==> src/rtl/perf_pkg.sv <==
// Shared constants for the performance counter bank: counter slot indices
// and default geometry.
package perf_pkg;

  localparam int unsigned CNT_CYCLES = 32'd0;
  localparam int unsigned CNT_INSTR  = 32'd1;
  localparam int unsigned CNT_STALL  = 32'd2;
  localparam int unsigned CNT_LOAD   = 32'd3;
  localparam int unsigned CNT_STORE  = 32'd4;
  localparam int unsigned CNT_ALU    = 32'd5;
  localparam int unsigned CNT_CTRL   = 32'd6;
  localparam int unsigned CNT_SPARE  = 32'd7;

  localparam int unsigned DEF_NUM_CNT = 32'd8;
  localparam int unsigned DEF_CNT_W   = 32'd16;
  localparam int unsigned DEF_INC_W   = 32'd2;

endpackage

==> src/rtl/perf_counter_cell.sv <==
// One performance counter: multi-bit increment with wrap or saturate, software
// write, synchronous clear, sticky overflow flag and snapshot shadow register.
module perf_counter_cell
  import perf_pkg::*;
#(
  parameter int CNT_W    = DEF_CNT_W,
  parameter int INC_W    = DEF_INC_W,
  parameter int ADDR_W   = 4,
  parameter int IDX      = 0,
  parameter int SATURATE = 0
) (
  input  logic              clk,
  input  logic              reset,
  input  logic              en,
  input  logic              clrAll,
  input  logic [INC_W-1:0]  inc,
  input  logic              snap,
  input  logic              wrEn,
  input  logic [ADDR_W-1:0] wrAddr,
  input  logic [CNT_W-1:0]  wrData,
  output logic [CNT_W-1:0]  cnt,
  output logic [CNT_W-1:0]  shadow,
  output logic              ovf
);

  logic [CNT_W-1:0] cnt_r;
  logic [CNT_W-1:0] shadow_r;
  logic             ovf_r;
  logic [CNT_W-1:0] nextCnt_s;
  logic             nextOvf_s;
  logic [CNT_W:0]   sum_s;
  logic             wrHit_s;

  assign wrHit_s = wrEn && (wrAddr == ADDR_W'(IDX));
  // The extra top bit of the sum is the carry-out that raises the overflow flag.
  assign sum_s   = {1'b0, cnt_r} + {{(CNT_W + 1 - INC_W){1'b0}}, inc};

  // Next-state selection: clear beats write beats increment.
  always_comb begin
    nextCnt_s = cnt_r;
    nextOvf_s = ovf_r;
    if (clrAll) begin
      nextCnt_s = {CNT_W{1'b0}};
      nextOvf_s = 1'b0;
    end else if (wrHit_s) begin
      nextCnt_s = wrData;
    end else if (en) begin
      if (sum_s[CNT_W]) begin
        nextOvf_s = 1'b1;
        nextCnt_s = (SATURATE != 0) ? {CNT_W{1'b1}} : sum_s[CNT_W-1:0];
      end else begin
        nextCnt_s = sum_s[CNT_W-1:0];
      end
    end else begin
      nextCnt_s = cnt_r;
    end
  end

  // Counter, flag and shadow state; the shadow samples the pre-update count.
  always_ff @(posedge clk or negedge reset) begin
    if (!reset) begin
      cnt_r    <= {CNT_W{1'b0}};
      shadow_r <= {CNT_W{1'b0}};
      ovf_r    <= 1'b0;
    end else begin
      cnt_r <= nextCnt_s;
      ovf_r <= nextOvf_s;
      if (snap) begin
        shadow_r <= cnt_r;
      end else begin
        shadow_r <= shadow_r;
      end
    end
  end

  assign cnt    = cnt_r;
  assign shadow = shadow_r;
  assign ovf    = ovf_r;

endmodule

==> src/rtl/perf_counter_bank.sv <==
// Parametrised bank of performance counters with live/shadow read port.
// Optional overflow interrupt (ovf_irq, ovf_mask) when PERF_CNT_OVF_IRQ_EN is defined.
module perf_counter_bank
  import perf_pkg::*;
#(
  parameter int NUM_CNT  = DEF_NUM_CNT,
  parameter int CNT_W    = DEF_CNT_W,
  parameter int INC_W    = DEF_INC_W,
  parameter int SATURATE = 0,
  parameter int ADDR_W   = 4
) (
  input  logic                     clk,
  input  logic                     reset,
  input  logic                     en,
  input  logic                     clr_all,
  input  logic [NUM_CNT*INC_W-1:0] inc,
  input  logic                     snap,
  input  logic                     wr_en,
  input  logic [ADDR_W-1:0]        wr_addr,
  input  logic [CNT_W-1:0]         wr_data,
  input  logic                     rd_en,
  input  logic [ADDR_W-1:0]        rd_addr,
  input  logic                     rd_shadow,
  output logic                     rd_valid,
  output logic [CNT_W-1:0]         rd_data,
  output logic [NUM_CNT-1:0]       ovf
`ifdef PERF_CNT_OVF_IRQ_EN
  ,
  input  logic [NUM_CNT-1:0]       ovf_mask,
  output logic                     ovf_irq
`endif
);

  logic [CNT_W-1:0]   cntVec_s    [NUM_CNT];
  logic [CNT_W-1:0]   shadowVec_s [NUM_CNT];
  logic [NUM_CNT-1:0] ovfVec_s;
  logic [CNT_W-1:0]   rdMux_s;
  logic [CNT_W-1:0]   rdData_r;
  logic               rdValid_r;

  for (genvar g = 0; g < NUM_CNT; g++) begin : gCell
    perf_counter_cell #(
      .CNT_W   (CNT_W),
      .INC_W   (INC_W),
      .ADDR_W  (ADDR_W),
      .IDX     (g),
      .SATURATE(SATURATE)
    ) uCell (
      .clk   (clk),
      .reset (reset),
      .en    (en),
      .clrAll(clr_all),
      .inc   (inc[g*INC_W +: INC_W]),
      .snap  (snap),
      .wrEn  (wr_en),
      .wrAddr(wr_addr),
      .wrData(wr_data),
      .cnt   (cntVec_s[g]),
      .shadow(shadowVec_s[g]),
      .ovf   (ovfVec_s[g])
    );
  end

  // Read mux; addresses with no counter behind them fall through to zero.
  always_comb begin
    rdMux_s = {CNT_W{1'b0}};
    for (int i = 0; i < NUM_CNT; i++) begin
      rdMux_s = rdMux_s | ((rd_addr == ADDR_W'(i)) ?
                           (rd_shadow ? shadowVec_s[i] : cntVec_s[i]) : {CNT_W{1'b0}});
    end
  end

  // Read response registers: one-cycle valid pulse, data held between reads.
  always_ff @(posedge clk or negedge reset) begin
    if (!reset) begin
      rdValid_r <= 1'b0;
      rdData_r  <= {CNT_W{1'b0}};
    end else begin
      rdValid_r <= rd_en;
      if (rd_en) begin
        rdData_r <= rdMux_s;
      end else begin
        rdData_r <= rdData_r;
      end
    end
  end

  assign rd_valid = rdValid_r;
  assign rd_data  = rdData_r;
  assign ovf      = ovfVec_s;

`ifdef PERF_CNT_OVF_IRQ_EN
  logic ovfIrq_r;

  // Interrupt follows unmasked sticky flags one cycle later.
  always_ff @(posedge clk or negedge reset) begin
    if (!reset) begin
      ovfIrq_r <= 1'b0;
    end else begin
      ovfIrq_r <= |(ovfVec_s & ~ovf_mask);
    end
  end

  assign ovf_irq = ovfIrq_r;
`endif

endmodule
==> config.mk <==
export PLATFORM = sky130hd
export DESIGN_NAME = perf_counter_bank
export DESIGN_NICKNAME = d
export VERILOG_FILES = /design/src/rtl/perf_pkg.sv /design/src/rtl/perf_counter_cell.sv /design/src/rtl/perf_counter_bank.sv
export SDC_FILE = /design/constraint.sdc
export NUM_CORES = 1
export LEC_CHECK = 0
export CAP_MARGIN = 20
export CORE_ASPECT_RATIO = 0.6
export CORE_MARGIN = 1
export CORE_UTILIZATION = 61
export DETAILED_ROUTE_END_ITERATION = 8
export PLACE_DENSITY = 0.8
export SYNTH_ARGS = -nofsm -noshare
export SYNTH_HDL_FRONTEND = slang
export SYNTH_SLANG_ARGS = --single-unit
==> constraint.sdc <==
create_clock -name clk -period 2.2 [get_ports clk]
set_input_delay 0.33 -clock clk [delete_from_list [all_inputs] [get_ports clk]]
set_output_delay 0.33 -clock clk [all_outputs]
set_load 0.03 [all_outputs]
==> metrics.yaml, run 1 <==
p_int_mw: 8.669
crit_buf_inv: 0
power_density_nw_per_um2: 633.2
wirelength_um: 53030
min_path_type: "primary input to register"
placed_cell_area_um2: 17880
post-dp-hpwl_um: 37760
die_area_um2: 26470
synth.avg_cell_area_um2: 10.47
slew_headroom: 0.5934
clk_path_buf_depth: 3
fmaxAchievable_ghz: 0.4770
fp.dieH_um: 126.4
p_leak_nw: 8.108
synth_ff_type: "dfrtp_1"
syn-num-nets: 1575
syn_to_final_growth_pct: 19.11
postSynthCellCount: 1503
port_buffers: 72
cts_buffers: 27
grt_overflow: 0
ir_drop_uv: 517.0
globalRouteMet2Util: 0.5763
rsz0062_at_grt: "no"
synthTopCellsByArea: "dfrtp_1 (45%), mux2_2 (9.2%), mux2i_1 (7.2%)"
use_met1: 0.6055
yosysWarnings: 0
utilization: 0.7400
startpoint_type: "register"
cts_max_level: 1
reg2reg_setup_slack_ns: 0.10
gp_congestion: 1.091
grt_max_degree: 66
die_w_um: 209.4
cpPeakStageDelay_ns: 0.50
yosys.area.top_type: "dfrtp_1"
post-place-ws_ns: -0.3571
viasPerCell: 6.834
grt_pass1_wl_um: 79780
post_cts_buffers: 0
cts_sinks: 281
drive_gt1_frac: 0.2267
critPathMaxFanout: 5
cts_tree: "done"
synth.distinct_cells: 67
synth_seq_cells: 281
drc: 0
busiest_layer: "met1"
antenna_found_initial: 0
cpMaxStageDelayCell: "or4_1"
first_global_vias: 12700
crit_chain: "ha_1 > a21oi_1 > or3_4 > or4_1 > a311oi_1"
timing.final.ws_setup_ns: 0.1034
pwr-share-clk: 0.387
wire_per_inst_um: 26.50
period_share: 0.9530
cp-end-kind: "register"
critPathKind: "register to register"
crit_arrival_ns: 2.56
switching_power_mw: 3.205
p_sw_frac: 0.2699
start_util: 0.6213
drt_iter0_drc: 1624
synth_edf_count: 0
rows: 45
pwr-share-seq: 0.471
critPathTopFamily: "simple AND/OR/NAND/NOR gates"
nets: 1728
synthArstFlopShare: 1.000
clk_latency_ns: 0.57
grtUsageTotal: 0.4060
fin_cells: 2001
core_area_um2: 25340
seq_area_frac_synth: 0.4467
hold_violations: 0
yosysTopAreaCellShare: 0.4467
status: "complete, no violations"
finish.instance_area_um2: 18750
final_max_slew_viol_count: 0
finalSetupViolCount: 0
tightestPinTransition_ns: 0.5930
clkTransAtPathRegs_ns: 0.06
skew_ns: 0.02380
met3_usage: 0.1077
synth_area_um2: 15740
antenna_cells: 0
setup-tns-final_ns: 0
placedCellCount: 1955
cts-root-buf: "clkbuf_16"
pwr-share-comb: 0.142
firstDrtPassIters: 6
cap_violations: 0
cp_data_required_time_ns: 2.66
io_pins: 73
fin_crit_ns: 2.097
ant_nets: 0
vias: 13670
## placed cells by master (no fill, tap or decap), types with 20 or more instances in the layout
cell             synthesis  routed
xor2_1                  34      34
a311oi_1                21      20
nand2_1                 57      57
nor3_1                  28      28
nand3_1                 32      32
nor4_1                  22      21
dfrtp_1                281     281
nor2_1                 162     162
xnor2_1                 51      51
o22ai_1                 44      44
nand4_1                 41      41
clkbuf_16                0      27
mux2i_1                113     113
a211oi_1                97      97
mux2_2                 129     129
buf_4                   11     169
clkdlybuf4s50_1          0      67
## final cells by class
class                           instances  area (µm²)
Clock buffer                           42       832.0
Fill cell                            1784        6586
Sequential cell                       281        7032
Clock inverter                          3       18.77
Inverter                               15       56.30
Multi-Input combinational cell       1074        8079
Tap cell                              329       411.6
Timing Repair Buffer                  257        2321
## power by group through the flow
| stage | clock, mW | combinational [mW] | sequential, mW |
|---|---|---|---|
| floorplan | 0 | 0.760 | 5.66 |
| global placement | 0 | 1.61 | 5.67 |
| detailed placement | 0 | 1.64 | 5.68 |
| CTS | 4.60 | 1.65 | 5.59 |
| global route | 4.81 | 1.77 | 5.62 |
| finish | 4.60 | 1.68 | 5.59 |
## kinds of logic (layout without fill, tap and decap cells)
logic type      count (synthesis)  in the layout  synth area share
flops                         281            281            0.4467
buf+inv                       148            317           0.04093
fa+ha+maj                      24             24           0.02289
xor+xnor                       85             85           0.04729
compound gates                281            281            0.1311
mux                           242            242            0.1641
simple gates                  442            442            0.1470
## metrics by stage
stage               total power, mW  hold slack, ns
floorplan                     6.419         0.03441
global placement              7.273          0.3390
detailed placement            7.313          0.3289
CTS                           11.83          0.2127
global route                  12.20          0.2390
finish                        11.87          0.2334
## path summary, 6_finish.rpt
path / startpoint / end / depth (start not counted)
max in group asynchronous: reset / gCell[7].uCell.cnt[15]$_DFFE_PN0P_ / 3
worst min-delay path: clr_all / gCell[3].uCell.ovf$_DFFE_PN0P_ / 2
worst max-delay path: gCell[3].uCell.cnt[1]$_DFFE_PN0P_ / gCell[3].uCell.cnt[15]$_DFFE_PN0P_ / 5
worst min register to register: gCell[0].uCell.shadow[5]$_DFFE_PN0P_ / gCell[0].uCell.shadow[5]$_DFFE_PN0P_ / 1
min in group asynchronous: reset / gCell[2].uCell.cnt[1]$_DFFE_PN0P_ / 2
worst max register to register: gCell[3].uCell.cnt[1]$_DFFE_PN0P_ / gCell[3].uCell.cnt[15]$_DFFE_PN0P_ / 5
## synthesized netlist by cell type (all sizes together) (18+ instances only)
master	count
nor3	28
a211oi	97
or4	18
a311oi	21
nand2	57
nand3	33
clkbuf	88
nor2	162
o22ai	44
buf	45
nor4	22
dfrtp	281
o21ai	18
xnor2	51
mux2	129
nand4	44
xor2	34
mux2i	113
## layer usage
layer / vias up / wire length [µm]
met5: - / 0
met4: 0 / 1890
met3: 139 / 6780
met2: 839 / 21980
met1: 6790 / 22380
li1: 5906 / -
## flip-flops by register name, indices dropped and copies added (netlist names)
name and cells:
rd_data 16, gCell.uCell.ovf 8, gCell.uCell.cnt 128, rd_valid 1
gCell.uCell.shadow 128
## timing repair
| action | in CTS | in global routing |
|---|---|---|
| resized for setup | 0 | 2 |
| hold buffers | 1 | 0 |
| hold endpoints to repair | 57 | 0 |
| setup endpoints to repair | 0 | 3 |
(Power assumes the default switching activity.)
==> run 2: changes to the inputs <==
Settings changed: CORE_UTILIZATION 61 to 55, PLACE_DENSITY 0.8 to 0.74, SLEW_MARGIN set to 5.
Clock period 2.2 ns to 2.6 ns, I/O delays scaled along.
==> run 2 against run 1 <==
Net effect:
- the flow now finishes with violations (design-rule violations)
- die area up 11%
- hold slack improved by 0.11 ns
- largest power group unchanged
- cell count decreased by 2.4%
- combinational power shrank 22%
- flip-flop and latch count unchanged
- highest routed layer unchanged
- cell area down 3.1%
- sequential power decreased by 15%
- clock power shrank 8.0%
- core utilization down 8.7 points
- via count shrank 5.7%
==> metrics.yaml, run 2 (synthesis gave the netlist of run 1 again) <==
final_cell_mix: "dfrtp_1 (281), nor2_1 (162), mux2_2 (129), mux2i_1 (113), a211oi_1 (97)"
syn_to_final_growth_pct: 15.41
cpPeakStageDelay_ns: 0.64
clk_path_buf_depth: 3
status: "finished, violations left"
whs_endpoint: "gCell[2].uCell.ovf$_DFFE_PN0P_"
cap_violations: 0
io_pins: 73
cp-end-kind: "register"
cp_data_required_time_ns: 3.07
crit_buf_inv: 0
grt_pass1_wl_um: 77080
finish.instance_area_um2: 18170
port_buffers: 72
cts-root-buf: "clkbuf_16"
cts_tree: "done"
r2r_end: "gCell[0].uCell.ovf$_DFFE_PN0P_"
skew_ns: 0.01162
crit_arrival_ns: 2.68
rr_startpoint: "gCell[0].uCell.cnt[0]$_DFFE_PN0P_"
viasPerCell: 6.600
power.total_mw: 10.28
p_leak_nw: 7.710
critPathTopFamily: "simple AND/OR/NAND/NOR gates"
whs_path_depth: 2
start_util: 0.5660
cts_max_level: 1
rsz0062_at_grt: "no"
crit_chain: "ha_1 > fa_1 > nand3_1 > or2_2 > or4b_2 > a21oi_1"
fin_crit_ns: 2.213
first_global_vias: 12150
die_w_um: 220.4
finalSetupViolCount: 0
vias: 12890
slew_headroom: 0.3881
clk_latency_ns: 0.55
violations: "design-rule violations"
post-place-ws_ns: 0.03116
drc: 4
period_share: 0.8510
tightestPinTransition_ns: 0.9144
grtUsageTotal: 0.3589
firstDrtPassIters: 8
placed_cell_area_um2: 17230
final_common_cell: "dfrtp_1"
min_path_type: "primary input to register"
min_from: "clr_all"
gp_congestion: 1.069
post-dp-hpwl_um: 37050
reg2reg_setup_slack_ns: 0.39
drive_gt1_frac: 0.1854
setup-tns-final_ns: 0
clkTransAtPathRegs_ns: 0.07
hold_violations: 0
ir_drop_uv: 577.9
rows: 47
grt_overflow: 0
fillCellCount: 2211
power_density_nw_per_um2: 566.0
antenna_cells: 0
core_area_um2: 27820
post_cts_buffers: 0
timing.final.ws_setup_ns: 0.3874
fmaxAchievable_ghz: 0.4520
die_area_um2: 29330
fp.dieH_um: 133.1
grt_max_degree: 64
wirelength_um: 51530
nets: 1641
critPathKind: "register to register"
startpoint_type: "register"
drt_iter0_drc: 1720
crit_start: "gCell[0].uCell.cnt[0]$_DFFE_PN0P_"
wire_per_inst_um: 26.39
critPathMaxFanout: 4
antenna_found_initial: 2
cts_sinks: 281
ff2ff_path_depth: 6
final_max_slew_viol_count: 0
cts_buffers: 27
cpMaxStageDelayCell: "or4b_2"
ant_nets: 0
run 2: changes by cell type in the layout (fill, tap and decap cells not counted), moves of 3 or more:
cell       previous run  this run
buf_12               17        14
clkinv_2              2         6
clkbuf_8             10         6
clkbuf_1              5         2
bufinv_16             0         4
buf_4               169        85
run 2: final cells by class:
cell class	instances	area, µm²	share of cell area
multi-input cells	1074	8066	0.4440
repair buffers	170	1630	0.08973
clock inverters	11	158.9	0.008746
well taps	367	459.2	0.02527
flip-flops and latches	281	7032	0.3870
inverters	15	56.30	0.003099
clock buffers	35	765.7	0.04215
run 2: worst max path at each step:
| stage | to | depth (start not counted) | slack [ns] |
|---|---|---|---|
| final | gCell[0].uCell.ovf$_DFFE_PN0P_ | 6 | 0.39 |
| after detailed placement | gCell[0].uCell.ovf$_DFFE_PN0P_ | 7 | 0.03 |
| after global placement | gCell[4].uCell.ovf$_DFFE_PN0P_ | 7 | 0.07 |
| after global routing | gCell[0].uCell.cnt[14]$_DFFE_PN0P_ | 7 | 0.27 |
| after floorplan | rd_data[12]$_DFFE_PN0P_ | 6 | 0.55 |
| after CTS | gCell[0].uCell.ovf$_DFFE_PN0P_ | 6 | 0.41 |
run 2: worst reg2reg max path, delay by kind of cell (launching register included):
kind / cells / cell delay, ns
DFF: 1 / 0.45
AOI/OAI and AO/OA: 1 / 0.17
adders and majority gates: 2 / 0.45
and+or+nand+nor: 3 / 1.06
run 2: metal layers:
metal	track usage	vias up	routed length, µm
li1	-	5744	-
met1	0.5385	6390	22270
met2	0.4763	679	20770
met3	0.1506	77	7320
met4	0.07548	0	1164
met5	0	-	0
run 2: metrics by stage:
stage / cells / hold slack, ns / util
5_1_grt: 1953 / 0.3833 / 0.6532
4_1_cts: 1953 / 0.3276 / 0.6532
3_3_place_gp: 1906 / 0.3827 / 0.6196
3_5_place_dp: 1906 / 0.3859 / 0.6196
2_1_floorplan: 1503 / 0.09441 / -
6_report: 1953 / 0.3424 / 0.6532
run 2: timing repair:
item                                   CTS  global route
endpoints found under the hold margin   57             0
hold buffers                             1             0
gates resized for setup                  0             0
run 2: power by group:
group          internal [mW]  total (mW)  switching (mW)
clock network           2.46        4.23            1.77
registers               4.55        4.75           0.203
logic                  0.532        1.31           0.774
total                   7.54        10.3            2.74
